$ cat config.mk
export PLATFORM = sky130hd
export DESIGN_NAME = frame_read_sequencer
export DESIGN_NICKNAME = d
export VERILOG_FILES = /design/src/rtl/pixel_ctrl_pkg.sv /design/src/rtl/pix_skid_buffer.sv /design/src/rtl/frame_read_sequencer.sv
export SDC_FILE = /design/constraint.sdc
export NUM_CORES = 1
export LEC_CHECK = 0
export BUFFER_PORTS_ARGS = -buffer_cell sky130_fd_sc_hd__buf_2
export CAP_MARGIN = 30
export CORE_MARGIN = 5
export CORE_UTILIZATION = 51
export CTS_CLUSTER_SIZE = 30
export DETAILED_ROUTE_END_ITERATION = 10
export GPL_TIMING_DRIVEN = 0
export PLACE_DENSITY_LB_ADDON = 0.05
export SYNTH_ARGS = -nofsm -noshare
export SYNTH_HDL_FRONTEND = slang
export SYNTH_HIERARCHICAL = 1
export SYNTH_SLANG_ARGS = --single-unit
$ cat constraint.sdc
create_clock -name clk -period 2.3 [get_ports clk]
set_clock_uncertainty 0.1 [all_clocks]
set_input_delay 0.23 -clock clk [delete_from_list [all_inputs] [get_ports clk]]
set_output_delay 0.23 -clock clk [all_outputs]
set_load 0.01 [all_outputs]
$ cat src/rtl/pixel_ctrl_pkg.sv
// Shared types and default dimensions for the frame read sequencer and its output stage.
package pixel_ctrl_pkg;

    localparam int H_PIX_DEF   = 9;
    localparam int V_PIX_DEF   = 9;
    localparam int DATA_W_DEF  = 8;
    localparam int FRAME_CNT_W = 8;

    typedef enum logic [2:0] {
        ST_IDLE,
        ST_ACTIVE,
        ST_HBLANK,
        ST_DRAIN,
        ST_VBLANK
    } seqState_t;

endpackage

$ cat src/rtl/pix_skid_buffer.sv
// Registered output stage with a one-entry skid so upstream data arriving during a stall is kept.
module pix_skid_buffer #(
    parameter int DATA_W = 8
) (
    input  logic              clk,
    input  logic              reset_n,
    input  logic              flush_i,
    input  logic              in_valid_i,
    input  logic [DATA_W-1:0] in_data_i,
    output logic              out_valid_o,
    output logic [DATA_W-1:0] out_data_o,
    input  logic              out_ready_i,
    output logic [1:0]        fill_o
);

    logic              outValid_q;
    logic [DATA_W-1:0] outData_q;
    logic              skidValid_q;
    logic [DATA_W-1:0] skidData_q;
    logic              loadOut;

    assign loadOut     = !outValid_q || out_ready_i;
    assign out_valid_o = outValid_q;
    assign out_data_o  = outData_q;
    assign fill_o      = {1'b0, outValid_q} + {1'b0, skidValid_q};

    // The skid always holds the older pixel, so it refills the output register first.
    always_ff @(posedge clk or negedge reset_n) begin
        if (!reset_n) begin
            outValid_q  <= 1'b0;
            outData_q   <= '0;
            skidValid_q <= 1'b0;
            skidData_q  <= '0;
        end else if (flush_i) begin
            outValid_q  <= 1'b0;
            skidValid_q <= 1'b0;
        end else if (loadOut) begin
            if (skidValid_q) begin
                outValid_q  <= 1'b1;
                outData_q   <= skidData_q;
                skidValid_q <= in_valid_i;
                if (in_valid_i) begin
                    skidData_q <= in_data_i;
                end
            end else begin
                outValid_q <= in_valid_i;
                if (in_valid_i) begin
                    outData_q <= in_data_i;
                end
            end
        end else if (in_valid_i && !skidValid_q) begin
            skidValid_q <= 1'b1;
            skidData_q  <= in_data_i;
        end
    end

endmodule

$ cat src/rtl/frame_read_sequencer.sv
// Raster-order frame reader feeding a valid/ready pixel stream; define BLANK_EN to insert
// HBLANK/VBLANK idle cycles, otherwise lines and continuous frames run back to back.
module frame_read_sequencer
    import pixel_ctrl_pkg::*;
#(
    parameter int H_PIX  = H_PIX_DEF,
    parameter int V_PIX  = V_PIX_DEF,
    parameter int ADDR_W = 7,
    parameter int DATA_W = DATA_W_DEF,
    parameter int HBLANK = 2,
    parameter int VBLANK = 4
) (
    input  logic                   clk,
    input  logic                   reset_n,
    input  logic                   start_i,
    input  logic                   abort_i,
    input  logic                   cont_i,
    output logic                   mem_rd_en_o,
    output logic [ADDR_W-1:0]      mem_addr_o,
    input  logic [DATA_W-1:0]      mem_rd_data_i,
    input  logic                   pix_ready_i,
    output logic                   pix_valid_o,
    output logic [DATA_W-1:0]      pix_data_o,
    output logic                   busy_o,
    output logic                   frame_done_o,
    output logic [FRAME_CNT_W-1:0] frame_cnt_o
);

`ifdef BLANK_EN
    localparam bit BLANK_ON = 1'b1;
`else
    localparam bit BLANK_ON = 1'b0;
`endif

    localparam int HB_CYC    = BLANK_ON ? HBLANK : 0;
    localparam int VB_CYC    = BLANK_ON ? VBLANK : 0;
    localparam int BLANK_MAX = (HB_CYC > VB_CYC) ? HB_CYC : VB_CYC;
    localparam int BLANK_W   = (BLANK_MAX > 1) ? $clog2(BLANK_MAX) : 1;
    localparam int HCNT_W    = (H_PIX > 1) ? $clog2(H_PIX) : 1;
    localparam int VCNT_W    = (V_PIX > 1) ? $clog2(V_PIX) : 1;

    seqState_t              state_q;
    logic [HCNT_W-1:0]      hCnt_q;
    logic [VCNT_W-1:0]      vCnt_q;
    logic [ADDR_W-1:0]      addr_q;
    logic [BLANK_W-1:0]     blankCnt_q;
    logic                   inflight_q;
    logic                   frameDone_q;
    logic [FRAME_CNT_W-1:0] frameCnt_q;
    logic [FRAME_CNT_W-1:0] frameCnt_d;

    logic [1:0] bufFill;
    logic [1:0] pending;
    logic       xfer;
    logic       creditOk;
    logic       rdEn;
    logic       lastPix;
    logic       lastLine;
    logic       pipeEmpty;

    // Pixels owed to the output: one possible read in flight plus whatever the buffers hold.
    assign pending   = {1'b0, inflight_q} + bufFill;
    assign xfer      = pix_valid_o && pix_ready_i;
    assign creditOk  = (pending < 2'd2) || ((pending == 2'd2) && xfer);
    assign rdEn      = (state_q == ST_ACTIVE) && !abort_i && creditOk;
    assign lastPix   = (hCnt_q == HCNT_W'(H_PIX - 1));
    assign lastLine  = (vCnt_q == VCNT_W'(V_PIX - 1));
    assign pipeEmpty = !inflight_q && (bufFill == 2'd0);
    assign frameCnt_d = frameCnt_q + 1'b1;

    assign mem_rd_en_o  = rdEn;
    assign mem_addr_o   = addr_q;
    assign busy_o       = (state_q != ST_IDLE);
    assign frame_done_o = frameDone_q;
    assign frame_cnt_o  = frameCnt_q;

    always_ff @(posedge clk or negedge reset_n) begin
        if (!reset_n) begin
            state_q     <= ST_IDLE;
            hCnt_q      <= '0;
            vCnt_q      <= '0;
            addr_q      <= '0;
            blankCnt_q  <= '0;
            inflight_q  <= 1'b0;
            frameDone_q <= 1'b0;
            frameCnt_q  <= '0;
        end else if (abort_i) begin
            state_q     <= ST_IDLE;
            hCnt_q      <= '0;
            vCnt_q      <= '0;
            addr_q      <= '0;
            blankCnt_q  <= '0;
            inflight_q  <= 1'b0;
            frameDone_q <= 1'b0;
        end else begin
            inflight_q  <= rdEn;
            frameDone_q <= 1'b0;
            case (state_q)
                ST_IDLE: begin
                    if (start_i) begin
                        state_q <= ST_ACTIVE;
                        addr_q  <= '0;
                        hCnt_q  <= '0;
                        vCnt_q  <= '0;
                    end
                end
                ST_ACTIVE: begin
                    if (rdEn) begin
                        addr_q <= addr_q + ADDR_W'(1);
                        if (lastPix) begin
                            hCnt_q <= '0;
                            if (lastLine) begin
                                vCnt_q  <= '0;
                                state_q <= ST_DRAIN;
                            end else begin
                                vCnt_q <= vCnt_q + VCNT_W'(1);
                                if (HB_CYC > 0) begin
                                    state_q    <= ST_HBLANK;
                                    blankCnt_q <= '0;
                                end
                            end
                        end else begin
                            hCnt_q <= hCnt_q + HCNT_W'(1);
                        end
                    end
                end
                ST_HBLANK: begin
                    if (blankCnt_q == BLANK_W'(HB_CYC - 1)) begin
                        state_q <= ST_ACTIVE;
                    end else begin
                        blankCnt_q <= blankCnt_q + BLANK_W'(1);
                    end
                end
                // The next frame may only start reading once this frame's last pixel has left.
                ST_DRAIN: begin
                    if (pipeEmpty) begin
                        frameDone_q <= 1'b1;
                        frameCnt_q  <= frameCnt_d;
                        addr_q      <= '0;
                        if (!cont_i) begin
                            state_q <= ST_IDLE;
                        end else if (VB_CYC > 0) begin
                            state_q    <= ST_VBLANK;
                            blankCnt_q <= '0;
                        end else begin
                            state_q <= ST_ACTIVE;
                        end
                    end
                end
                ST_VBLANK: begin
                    if (blankCnt_q == BLANK_W'(VB_CYC - 1)) begin
                        state_q <= ST_ACTIVE;
                    end else begin
                        blankCnt_q <= blankCnt_q + BLANK_W'(1);
                    end
                end
                default: state_q <= ST_IDLE;
            endcase
        end
    end

    pix_skid_buffer #(
        .DATA_W (DATA_W)
    ) u_outStage (
        .clk         (clk),
        .reset_n     (reset_n),
        .flush_i     (abort_i),
        .in_valid_i  (inflight_q),
        .in_data_i   (mem_rd_data_i),
        .out_valid_o (pix_valid_o),
        .out_data_o  (pix_data_o),
        .out_ready_i (pix_ready_i),
        .fill_o      (bufFill)
    );

endmodule

==> results of run 1 <==
area by class of cell:
cell class / instances / area share
clock buffer: 5 / 0.0215
multi-input combinational: 187 / 0.454
tap: 70 / 0.0274
inverter: 21 / 0.0247
buffer: 12 / 0.0188
clock inverter: 3 / 0.0137
sequential: 46 / 0.361
timing repair buffer: 45 / 0.0791
flip-flops by register name (all words and copies together) (netlist names):
signal	flops
blankCnt_q	1
hCnt_q	4
inflight_q	1
frame_cnt_o	8
vCnt_q	4
u_outStage/skidValid_q	1
frame_done_o	1
state_q	2
mem_addr_o	7
u_outStage/out_data_o	8
u_outStage/skidData_q	8
u_outStage/out_valid_o	1
kinds of logic (layout without fill, tap and decap cells):
| logic type | Yosys count | count (layout) |
|---|---|---|
| and+or+nand+nor | 88 | 88 |
| AOI/OAI and AO/OA | 67 | 67 |
| DFF | 46 | 46 |
| buffers and inverters | 33 | 86 |
| muxes | 14 | 14 |
| xor gates and xnor gates | 10 | 10 |
| adders and majority gates | 8 | 8 |
placed cells by master, fill, tap and decap left out, drive strengths merged, types with 2 or more instances in the layout:
cell,n
nand3b,3
nand2,20
nor2,11
nor3,4
mux2,9
mux2i,5
a21oi,11
nand2b,8
inv,22
nor2b,8
dfrtp,46
xor2,2
and4b,8
nor3b,2
ha,8
and3,2
o311ai,3
a31oi,3
o31ai,10
a221oi,8
buf,47
clkbuf,14
or3,2
and2b,2
o21ai,18
nand4,5
xnor2,8
nand3,5
or2,2
per-layer routing:
metal / part of all wire / routed length, um / vias to the layer above
met3: 0.052 / 305 / 6
met1: 0.50 / 2930 / 1077
met2: 0.45 / 2640 / 51
met4: 0.0071 / 42 / 0
met5: 0 / 0 / -
li1: - / - / 1086
power by group:
group | internal (mW) | switching [mW]
Clock | 0.326 | 0.288
Sequential | 0.992 | 0.170
Combinational | 0.496 | 0.669
worst paths after layout:
kind / endpoint / cells past startpoint / start
max: vCnt_q[3] / 7 / u_outStage/out_valid_o
min: u_outStage/skidData_q[3] / 3 / mem_rd_data_i[3]
max reg2reg: vCnt_q[3] / 7 / u_outStage/out_valid_o
min reg2reg: frame_cnt_o[7] / 1 / frame_cnt_o[7]
max in group asynchronous: u_outStage/out_valid_o / 3 / reset_n
min in group asynchronous: mem_addr_o[6] / 2 / reset_n
worst max-delay path, delay by kind of cell, from the launching register on:
kind            cells  cell delay, ns
fa+ha+maj           2            0.48
compound gates      2            0.61
buf+inv             1            0.19
flops               1            0.44
simple gates        2            0.30
stage by stage:
step / utilization / power, mW / worst slack, ns / TNS (ns)
2_1_floorplan: - / 1.90 / 0.0344 / 0
3_3_place_gp: 0.586 / 2.26 / -0.203 / -0.936
3_5_place_dp: 0.589 / 2.28 / -0.217 / -1.17
4_1_cts: 0.620 / 2.93 / 0.00660 / 0
5_1_grt: 0.629 / 3.15 / -0.00357 / -0.00520
6_report: 0.629 / 2.94 / 0.0603 / 0
repair_timing:
| item | 4_1_cts | 5_1_grt |
|---|---|---|
| endpoints found under the setup margin | 13 | 7 |
| endpoints found under the hold margin | 16 | 0 |
| hold buffers | 1 | 0 |
| buffers inserted | 1 | 2 |
| gates resized for setup | 5 | 6 |
| gates cloned | 0 | 0 |
| pin swaps | 2 | 2 |
==> flow_metrics.py, run 1 <==
metrics = {
    "cells_and_area": {
        "antennaDiodeCount": 0,
        "drive_gt1_frac": 0.270,
        "syn_to_final_growth_pct": 20.2,
        "final_cells": 389,
        "multi_input_area_um2": 1450,
        "final.fill_count": 451,
        "finish.instance_area_um2": 3190,
        "seq_area_um2": 1150,
        "nNetsFinal": 340,
    },
    "detailed_routing": {
        "first_pass_iters": 5,
        "drt.antenna.violating_nets": 0,
        "num_vias": 2220,
        "via_per_inst": 5.71,
        "drtIter0Drc": 163,
        "drt-total-wl_mm": 5.92,
        "detail_route.drc_violations": 0,
        "wl_per_cell_um": 15.2,
    },
    "floorplan": {
        "die_h_um": 82.2,
        "core_area_um2": 5070,
        "die_area_um2": 6750,
        "start_util": 0.524,
        "fp.dieW_um": 82.2,
        "pin_count": 41,
        "std_cell_rows": 26,
    },
    "logic_synthesis": {
        "synth_top_area_cell": "dfrtp_1",
        "synth-compound-area-share": 0.182,
        "ys_warn_count": 6,
        "yosysMostFrequentCell": "dfrtp_1",
        "syn_nets": 288,
        "netlist_area_um2": 2660,
        "synth_area_per_cell_um2": 9.99,
        "yosysUniqueCellTypes": 59,
        "muxShareOfSynthArea": 0.0570,
        "synthTopCellsByCount": "dfrtp_1, inv_1, nand2_1",
        "synthSimpleGateAreaFrac": 0.205,
        "synth_seq_cells": 46,
        "synth-edff-count": 0,
        "yosysSeqAreaShare": 0.433,
        "synthAdderAreaFrac": 0.0377,
        "ys.flop_type": "dfrtp_1",
        "yosys.area.top_type_share": 0.433,
        "yosys.area_share.xor_xnor": 0.0330,
        "synth_top_family_by_area": "simple AND/OR/NAND/NOR gates",
        "async_reset_ff_frac": 1.00,
        "synthTopCellsByArea": "dfrtp_1, ha_1, mux2_2",
        "synthCells": 266,
    },
    "global_route": {
        "grtUsageMet3": 0.0390,
        "met2_usage": 0.280,
        "grt_busiest_layer": "met2",
        "track_usage": 0.188,
        "gr-usage-met1": 0.277,
        "antenna_found_initial": 0,
        "grt_max_degree": 31,
        "grt_pass1_wl_mm": 9.93,
        "overflow": 0,
        "grt_pass1_vias": 2130,
    },
    "sta": {
        "setup_viol": 0,
        "whs_ns": 0.0740,
        "rsz0062_at_grt": "true",
        "slew_violations": 0,
        "max_freq_mhz": 446,
        "fin_crit_sh": 0.974,
        "fin_crit_ns": 2.24,
        "slew_headroom": 0.485,
        "hold_violations": 0,
        "tightest_slew_ns": 0.767,
    },
    "worst_setup_path": {
        "endpoint_kind": "flip-flop",
        "startpoint_type": "flip-flop",
        "crit_path_max_fanout": 5,
        "crit_top_cell": "ha_4",
        "cp_slowest_stage_delay_ns": 0.44,
        "path_class": "reg2reg",
        "critical_path.slowest_cell": "dfrtp_2",
        "cp_data_required_time_ns": 2.38,
        "reg2reg_setup_slack_ns": 0.06,
        "path_cells": "ha_4 > ha_4 > nand3b_1 > a2111oi_4 > buf_4 > nor3b_2 > a211o_1",
        "arrival_ns": 2.32,
    },
    "cts": {
        "clk_pin_slew_ns": 0.09,
        "clk_latency_ns": 0.30,
        "root_buffer": "clkbuf_8",
        "clk_path_buf_depth": 2,
        "cts.sinks": 46,
        "cts_made_buffers": 5,
        "tritoncts": "built",
        "cts-htree-levels": 2,
    },
    "placement": {
        "dp_hpwl_mm": 4.24,
        "placed_area_um2": 2990,
        "portBuffers": 40,
        "dp.cells": 377,
        "place.gp.congestion": 0.844,
    },
    "power_and_ir_drop": {
        "ir_drop_mv": 0.527,
        "leakage_nw": 1.37,
        "p_per_area_nw_per_um2": 921,
    },
    "run": {
        "drv_cap": 0,
    },
    "worst_hold_path": {
        "hp-class": "in2reg",
    },
    "run_status": {
        "status": "finished, final reports clean",
    },
}
No activity file was read; power rests on OpenSTA's default activity.
==> run 2, diff against run 1 <==
CELL_PAD_IN_SITES_DETAIL_PLACEMENT = 0   (was unset)
CELL_PAD_IN_SITES_GLOBAL_PLACEMENT = 1   (was unset)
CORE_UTILIZATION = 40   (was 51)
==> run 2 against run 1 <==
Net effect: via count is 0.63% lower; sequential share of layout area is 0.29 points lower; highest routed layer unchanged; flip-flop and latch count stayed put; register-to-register slack worse by 0.06 ns; global-route usage is 3.1 points lower; largest cell class unchanged; clock-buffer cell count is 1 higher; critical endpoint is now vCnt_q[1]; worst setup slack worse by 0.062 ns; combinational power hardly changed; the run now ends with negative setup slack left; sequential power hardly changed; cell area is 0.82% higher; critical path depth stayed put.
==> flow_metrics.py, run 2 (synthesis gave the netlist of run 1 again) <==
metrics = {
    "run_status": {
        "status": "complete, but fails checks",
        "violations": "negative setup slack",
    },
    "worst_hold_path": {
        "hp-class": "in2reg",
    },
    "cells_and_area": {
        "final_cells": 400,
        "final_cell_mix": "dfrtp_1, buf_2, inv_1, nand2_1, o21ai_0",
        "seq_area_um2": 1150,
        "syn_to_final_growth_pct": 21.2,
        "final.fill_count": 615,
        "antennaDiodeCount": 0,
        "multi_input_area_um2": 1440,
        "final_common_cell": "dfrtp_1",
        "nNetsFinal": 344,
        "fin_util": 0.501,
        "drive_gt1_frac": 0.276,
    },
    "detailed_routing": {
        "drt-total-wl_mm": 6.27,
        "via_per_inst": 5.52,
        "wl_per_cell_um": 15.7,
        "first_pass_iters": 4,
        "met3WireLength_um": 232,
        "highest_layer": "met4",
        "detail_route.drc_violations": 0,
        "wl_met2_mm": 2.96,
        "num_vias": 2206,
        "drtIter0Drc": 100,
        "met1_length_mm": 3.00,
        "drt.antenna.violating_nets": 0,
    },
    "power_and_ir_drop": {
        "seqPwrFrac": 0.396,
        "switchingPower_mw": 1.12,
        "clockPowerShare": 0.212,
        "ir_drop_mv": 0.394,
        "comb_power_share": 0.393,
        "switching_share": 0.382,
        "p_per_area_nw_per_um2": 911,
        "leakage_nw": 1.39,
        "internal_power_mw": 1.81,
    },
    "sta": {
        "slew_violations": 0,
        "fin_crit_sh": 1.00,
        "tightest_slew_ns": 0.796,
        "max_freq_mhz": 434,
        "setup_viol": 1,
        "fin_crit_ns": 2.30,
        "hold_violations": 0,
        "setup_slack_ns": -0.00185,
        "whs_ns": 0.0834,
        "slew_headroom": 0.466,
        "rsz0062_at_grt": "true",
    },
    "global_route": {
        "antenna_found_initial": 0,
        "track_usage": 0.156,
        "grt_max_degree": 33,
        "grt_pass1_vias": 2226,
        "grt_pass1_wl_mm": 10.7,
        "overflow": 0,
    },
    "worst_setup_path": {
        "cp_data_required_time_ns": 2.40,
        "endpoint_kind": "flip-flop",
        "arrival_ns": 2.40,
        "crit_top_cell": "ha_4",
        "critical_path.slowest_cell": "a2111oi_4",
        "cp_slowest_stage_delay_ns": 0.48,
        "startpoint_type": "flip-flop",
        "path_class": "reg2reg",
        "crit_path_max_fanout": 4,
        "path_cells": "ha_4 > ha_4 > nand3b_1 > a2111oi_4 > buf_4 > nor3_2 > a41o_1",
    },
    "placement": {
        "portBuffers": 40,
        "place.gp.congestion": 0.754,
        "dpl_worst_slack_ns": -0.168,
        "dp_hpwl_mm": 4.37,
        "dp.cells": 384,
    },
    "floorplan": {
        "die_area_um2": 8370,
        "std_cell_rows": 29,
        "die_h_um": 91.5,
        "start_util": 0.414,
        "pin_count": 41,
        "fp.dieW_um": 91.5,
        "core_area_um2": 6420,
    },
    "run": {
        "drv_cap": 0,
    },
    "cts": {
        "clk_path_buf_depth": 2,
        "clk_latency_ns": 0.30,
        "clk_pin_slew_ns": 0.09,
        "root_buffer": "clkbuf_8",
        "tritoncts": "built",
        "cts_made_buffers": 5,
        "cts.sinks": 46,
        "cts-htree-levels": 2,
    },
}
-- run 2: per-stage QoR --
step           power (mW)  TNS (ns)  cell area [um^2]
6_report             2.93  -0.00185              3220
5_1_grt              3.15    -0.213              3220
4_1_cts              2.93         0              3150
3_5_place_dp         2.28    -0.737              3000
3_3_place_gp         2.27    -0.854              2980
2_1_floorplan        1.90         0              2680
-- run 2: repair_timing --
item                       CTS  global route
hold endpoints to repair    14             0
setup endpoints to repair   12            12
pin swaps                    1             3
hold buffers                 1             0
buffers inserted             2             5
gates resized for setup      4             6
gates cloned                 0             0
-- run 2: critical path, delay by kind of cell (launching register included) --
kind / cells / cell delay (ns)
adder cells (fa/ha/maj): 2 / 0.48
AO/OA/AOI/OAI: 2 / 0.68
buffers and inverters: 1 / 0.18
AND/OR/NAND/NOR: 2 / 0.31
flip-flops: 1 / 0.44
-- run 2: per-layer routing --
layer / vias up / track usage
li1: 1086 / -
met5: - / 0
met3: 6 / 0.0331
met2: 52 / 0.262
met1: 1062 / 0.202
met4: 0 / 0.0452
-- run 2: final timing paths --
kind / startpoint / endpoint / slack (ns) / cells past startpoint
setup / recovery: u_outStage/out_valid_o / vCnt_q[1] / -0.002 / 7
hold / removal: mem_rd_data_i[6] / u_outStage/skidData_q[6] / 0.08 / 3
setup reg to reg: u_outStage/out_valid_o / vCnt_q[1] / -0.002 / 7
hold reg to reg: frame_cnt_o[7] / frame_cnt_o[7] / 0.38 / 1
max in group asynchronous: reset_n / vCnt_q[2] / 1.34 / 3
min in group asynchronous: reset_n / u_outStage/skidData_q[2] / 0.27 / 2
-- run 2: power by group through the flow --
stage | combinational, mW | clock (mW) | sequential (mW)
after floorplan | 0.691 | 0 | 1.21
after global placement | 1.09 | 0 | 1.18
after detailed placement | 1.09 | 0 | 1.19
after CTS | 1.12 | 0.645 | 1.16
after global routing | 1.29 | 0.672 | 1.19
final | 1.15 | 0.621 | 1.16
-- run 2: final cells by class --
class / count / share of cell area
multi-input cells: 187 / 0.447
flip-flops and latches: 46 / 0.358
repair buffers: 49 / 0.0878
well taps: 77 / 0.0299
inverters: 21 / 0.0245
clock buffers: 6 / 0.0225
plain buffers: 12 / 0.0186
clock inverters: 2 / 0.0117
